[config.mk]
export PLATFORM = sky130hd
export DESIGN_NAME = pipe_stage_reg
export DESIGN_NICKNAME = d
export VERILOG_FILES = /design/src/rtl/pipe_stage_reg_pkg.sv /design/src/rtl/pipe_stage_reg_slot.sv /design/src/rtl/pipe_stage_reg.sv
export SDC_FILE = /design/constraint.sdc
export NUM_CORES = 1
export LEC_CHECK = 0
export BUFFER_PORTS_ARGS = -buffer_cell sky130_fd_sc_hd__buf_2
export CORE_UTILIZATION = 30
export CTS_BUF_LIST = sky130_fd_sc_hd__clkbuf_2
export DETAILED_ROUTE_END_ITERATION = 8
export PLACE_DENSITY_LB_ADDON = 0.1
export SYNTH_ARGS = -nofsm -noshare
export SYNTH_HDL_FRONTEND = slang
export SYNTH_SLANG_ARGS = --single-unit
[constraint.sdc]
create_clock -name clk -period 12.5 [get_ports clk]
set_input_delay 1.25 -clock clk [delete_from_list [all_inputs] [get_ports clk]]
set_output_delay 1.25 -clock clk [all_outputs]
set_load 0.01 [all_outputs]
[src/rtl/pipe_stage_reg_pkg.sv]
// Shared pipeline-register defaults: field widths, NOP encoding, occupancy states.
package pipe_stage_reg_pkg;

    localparam int          PC_W_DEF   = 32;
    localparam int          IR_W_DEF   = 32;
    localparam int          OP_W_DEF   = 32;
    // Encoding decode/hazard logic treats as a bubble.
    localparam logic [31:0] NOP_IR_DEF = 32'h0000_0000;

    typedef enum logic [1:0] {
        OCC_EMPTY = 2'd0,
        OCC_ONE   = 2'd1,
        OCC_FULL  = 2'd2
    } occ_e;

endpackage

[src/rtl/pipe_stage_reg_slot.sv]
// One data register with load enable plus a valid flag, both cleared by async reset.
module pipe_slot #(
    parameter int W = 8
) (
    input  logic         clk,
    input  logic         reset,
    input  logic         load_i,
    input  logic [W-1:0] data_i,
    input  logic         valid_d_i,
    output logic [W-1:0] data_o,
    output logic         valid_o
);

    logic [W-1:0] data_q;
    logic         valid_q;

    // Valid follows the next-state every cycle; data only moves when loaded.
    always_ff @(posedge clk or posedge reset) begin
        if (reset) begin
            data_q  <= '0;
            valid_q <= 1'b0;
        end else begin
            valid_q <= valid_d_i;
            if (load_i) data_q <= data_i;
        end
    end

    assign data_o  = data_q;
    assign valid_o = valid_q;

endmodule

[src/rtl/pipe_stage_reg.sv]
// Inter-stage pipeline register with valid/ready, flush and optional skid entry.
module pipe_stage_reg
    import pipe_stage_reg_pkg::*;
#(
    parameter int              PC_W   = PC_W_DEF,
    parameter int              IR_W   = IR_W_DEF,
    parameter int              OP_W   = OP_W_DEF,
    parameter logic [IR_W-1:0] NOP_IR = IR_W'(NOP_IR_DEF),
    parameter bit              SKID   = 1'b1
) (
    input  logic            clk,
    input  logic            reset,
    input  logic            flush,
    input  logic            in_valid,
    output logic            in_ready,
    input  logic [PC_W-1:0] in_PC,
    input  logic [IR_W-1:0] in_IR,
    input  logic [OP_W-1:0] data_in_A,
    input  logic [OP_W-1:0] data_in_B,
    output logic            out_valid,
    input  logic            out_ready,
    output logic [PC_W-1:0] out_PC,
    output logic [IR_W-1:0] out_IR,
    output logic [OP_W-1:0] data_out_A,
    output logic [OP_W-1:0] data_out_B
);

    // Packed word layout, MSB to LSB: PC | IR | A | B.
    localparam int W     = PC_W + IR_W + 2 * OP_W;
    localparam int B_LO  = 0;
    localparam int A_LO  = OP_W;
    localparam int IR_LO = 2 * OP_W;
    localparam int PC_LO = 2 * OP_W + IR_W;

    logic [W-1:0] in_word, main_word, skid_word, main_din;
    logic         main_v, skid_v, main_v_d, skid_v_d;
    logic         main_ld, main_from_skid, skid_ld;
    logic         acc, dlv;
    occ_e         occ;

    assign in_word = {in_PC, in_IR, data_in_A, data_in_B};
    assign acc     = in_valid & in_ready;
    assign dlv     = main_v & out_ready;

    // Occupancy is held in the slot valid flags; decode it to a named state.
    always_comb begin
        occ = OCC_EMPTY;
        if (main_v) occ = skid_v ? OCC_FULL : OCC_ONE;
    end

    // Next occupancy and slot load controls; flush overrides accept and deliver.
    always_comb begin
        main_v_d       = main_v;
        skid_v_d       = skid_v;
        main_ld        = 1'b0;
        main_from_skid = 1'b0;
        skid_ld        = 1'b0;
        if (flush) begin
            main_v_d = 1'b0;
            skid_v_d = 1'b0;
        end else begin
            case (occ)
                OCC_EMPTY: if (acc) begin
                    main_ld  = 1'b1;
                    main_v_d = 1'b1;
                end
                OCC_ONE: begin
                    // With SKID=0 an accept always coincides with a deliver.
                    if (acc && dlv) begin
                        main_ld = 1'b1;
                    end else if (acc) begin
                        skid_ld  = 1'b1;
                        skid_v_d = 1'b1;
                    end else if (dlv) begin
                        main_v_d = 1'b0;
                    end
                end
                OCC_FULL: if (dlv) begin
                    main_ld        = 1'b1;
                    main_from_skid = 1'b1;
                    skid_v_d       = 1'b0;
                end
                default: begin
                    main_v_d = 1'b0;
                    skid_v_d = 1'b0;
                end
            endcase
        end
    end

    assign main_din = main_from_skid ? skid_word : in_word;

    pipe_slot #(.W(W)) u_main (
        .clk      (clk),
        .reset    (reset),
        .load_i   (main_ld),
        .data_i   (main_din),
        .valid_d_i(main_v_d),
        .data_o   (main_word),
        .valid_o  (main_v)
    );

    generate
        if (SKID) begin : g_skid
            pipe_slot #(.W(W)) u_skid (
                .clk      (clk),
                .reset    (reset),
                .load_i   (skid_ld),
                .data_i   (in_word),
                .valid_d_i(skid_v_d),
                .data_o   (skid_word),
                .valid_o  (skid_v)
            );
        end else begin : g_noskid
            logic unused_skid;
            assign skid_word   = '0;
            assign skid_v      = 1'b0;
            assign unused_skid = skid_ld ^ skid_v_d;
        end
    endgenerate

    // Upstream ready and head-of-queue outputs, IR gated to NOP when empty.
    always_comb begin
        in_ready   = SKID ? ~skid_v : (out_ready | ~main_v);
        out_valid  = main_v;
        out_PC     = main_word[PC_LO +: PC_W];
        out_IR     = main_v ? main_word[IR_LO +: IR_W] : NOP_IR;
        data_out_A = main_word[A_LO +: OP_W];
        data_out_B = main_word[B_LO +: OP_W];
    end

endmodule
==> results.md <==
- PwrDens: 160 nW/um^2
- Worst-case clock buffer depth: 3
- Post-Syn Area per Cell: roughly 15 um^2
- CP Max Fanout: 55
- Layout cell share with drive strength beyond 1: 0.686
- Final Hold Viols: 0
- CTS clk-pin slew, worst paths: 0.09 ns
- Setup tns final: 0 ns
- Synth Area in Compound Gates: 0.00517
- CP Class: primary input to flip-flop
- Final GP Congestion: ~0.67
- Mapped Cells: 834
- Clock root buffer: clkbuf_2
- Drt initial violations: between 150 and 200
- Crit path from: flush
- Unrepaired setup endpoints after global routing: no
- Final setup vio count: 0
- Top post-synthesis cells by count: mux2_2 (361), dfrtp_1 (258), buf_4 (108), and2_1 (32), buf_2 (23)
- Post-synthesis xor/xnor area fraction: 0
- Max VDD drop: between 0.05 and 0.06 mV
- Post-synthesis sequential area ratio: 0.533
- Crit path capture type: flip-flop
- FF-to-FF Start: g_skid.u_skid.valid_o$_DFFE_PP0P_
- Cell Chain, Critical Path: buf_2 > nand4b_4 > buf_4 > buf_4 > mux2_2 > mux2_2
- Yosys top cell area share: 0.533
- Wire per inst: between 15 and 20 um
- DRT Pass-1 Iters: 4
- Worst endpoint required time: about 13 ns
- Synth Area in Simple Gates: 0.0232
- Outcome: finished clean
- Max-slew violations: 0
- Tightest Pin Transition: 1.06 ns
- Remaining Overflow, GRT: 0
- Layout Nets: 1176
- Total clock sinks: 258
- CP max-delay cell: buf_4
- Die area: slightly above 40000 um^2
- Worst path bufs/invs: 3
- Clock period minus final worst setup slack: 3.36 ns
- Initial Util: 0.305
- Max Cap Viol: 0
- Number of global-route vias before repair: just under 8000
- Asr flop ratio synth: 1.00
- Slew HR: 0.295
- Startpoint Class: primary input
- Register area: 6460 um^2
- I/O pins: between 200 and 300
- DP HPWL: 17000 um
- Biggest area consumer among synthesized cells: dfrtp_1
- Die Ht: about 200 um
- Layout area overhead: 14.6%
- Yosys Warn Count: 0
- Net count after synthesis: 967
- Leak: 6.45 nW
- Clock Skew: between 0.06 and 0.07 ns
- DRC violations left: 0
- Routed Antenna Nets: 0
- Fmax: ~0.3 GHz
- Mapped Area: between 10000 and 15000 um^2
- Synth top area cells: dfrtp_1 (53%), mux2_2 (34%), buf_4 (6.7%)
- Most common cell in the netlist: mux2_2
- FF+latch count, synth: between 200 and 300
- Multiplexer share of the synthesized area: 0.354
- Num CTS Buffers: 76
- Pin count of the biggest net entering global routing: 73
- Post-CTS Setup Bufs: 0
- Die X: approximately 200 um
- Cts repair resizes: 0
- Main flop type after synthesis: dfrtp_1
- Main combinational cell family by area after synthesis: multiplexers
- First-pass GRT wire length: between 40000 and 50000 um
- Cell Rows: 73
- Area of the multi-input gates: ~4600 um^2
- Worst-skew pair later-pin latency: 0.91 ns
- Hold WC Path Type: primary input to async pin
- Top delay family on crit path: buffers and inverters
- CP max stage delay: 0.76 ns
- Routed WL: 27900 um
- Final Util: 0.349
- All-layer global routing usage: 0.139
- Post-synth EDFFs: 0
- Adder-cell share of the synthesized area: 0
- Final Cycle Share: 0.269
- CP arrival: 4.10 ns
- # H-tree levels: 3
- Port Buffers: approximately 260
- Core ar.: between 30000 and 40000 um^2
- CTS Hold Buffers Added: 0
- R2r setup slk: between 9 and 10 ns
- CTS tree: yes
- DR vias/cell: roughly 4.4
- Total power: approximately 2.2 mW
- Vias: 7154
- Cell variety after synth: 22
- Fill count: a little over 4000
- Initial antenna violation count: 11
[layout make-up]
| type | instances | area share |
|---|---|---|
| diodes | 5 | 0.000902 |
| clock buffers | 109 | 0.0393 |
| clock inverters | 20 | 0.0111 |
| inverters | 5 | 0.00189 |
| multi-input cells | 429 | 0.334 |
| flip-flops and latches | 258 | 0.465 |
| well taps | 525 | 0.0474 |
| repair buffers | 273 | 0.100 |
[final timing paths]
| check | to | cells after the start |
|---|---|---|
| min | u_main.data_o[63]$_DFFE_PP0P_ | 2 |
| max | u_main.data_o[120]$_DFFE_PP0P_ | 6 |
| min in group clk | u_main.data_o[5]$_DFFE_PP0P_ | 1 |
| max in group asynchronous | g_skid.u_skid.data_o[99]$_DFFE_PP0P_ | 4 |
| max reg2reg | u_main.data_o[120]$_DFFE_PP0P_ | 5 |
| min reg2reg | u_main.data_o[5]$_DFFE_PP0P_ | 1 |
[power breakdown]
group | switching (mW) | total, mW | internal, mW
sequential | 0.0905 | 1.13 | 1.04
clock | 0.379 | 0.671 | 0.292
combinational | 0.180 | 0.424 | 0.244
[placed cells by master (no fill, tap or decap), types with 4 or more instances in the layout]
cell type / synthesis / routed
clkbuf_2: 0 / 109
inv_1: 5 / 4
diode_2: 0 / 5
buf_2: 23 / 262
clkinv_1: 0 / 16
mux2_1: 19 / 19
mux2_2: 361 / 361
dfrtp_1: 258 / 258
buf_4: 108 / 11
and2_1: 32 / 32
[stage by stage]
step	cells	instance area (um^2)	worst slack (ns)	hold WS (ns)
global route	1623	13900	8.90	0.231
CTS	1619	13900	9.00	0.203
global placement	1490	13200	8.16	0.464
floorplan	834	12100	4.15	0.459
detailed placement	1490	13200	8.12	0.471
finish	1624	13900	9.14	0.375
[cells by family after synthesis]
family | after synthesis
DFF | 258
and+or+nand+nor | 42
AOI/OAI and AO/OA | 7
buffers and inverters | 147
muxes | 380
[layer usage]
metal | track usage | wire length (um)
met1 | 0.172 | 12200
met2 | 0.206 | 12400
met3 | 0.0648 | 2510
met4 | 0.0602 | 760
met5 | 0 | 92
[state kept, by name (all words and copies together) (netlist names)]
name	cells
u_main.valid_o	1
g_skid.u_skid.valid_o	1
g_skid.u_skid.data_o	128
u_main.data_o	128
Power figures use the tool's default switching activity.
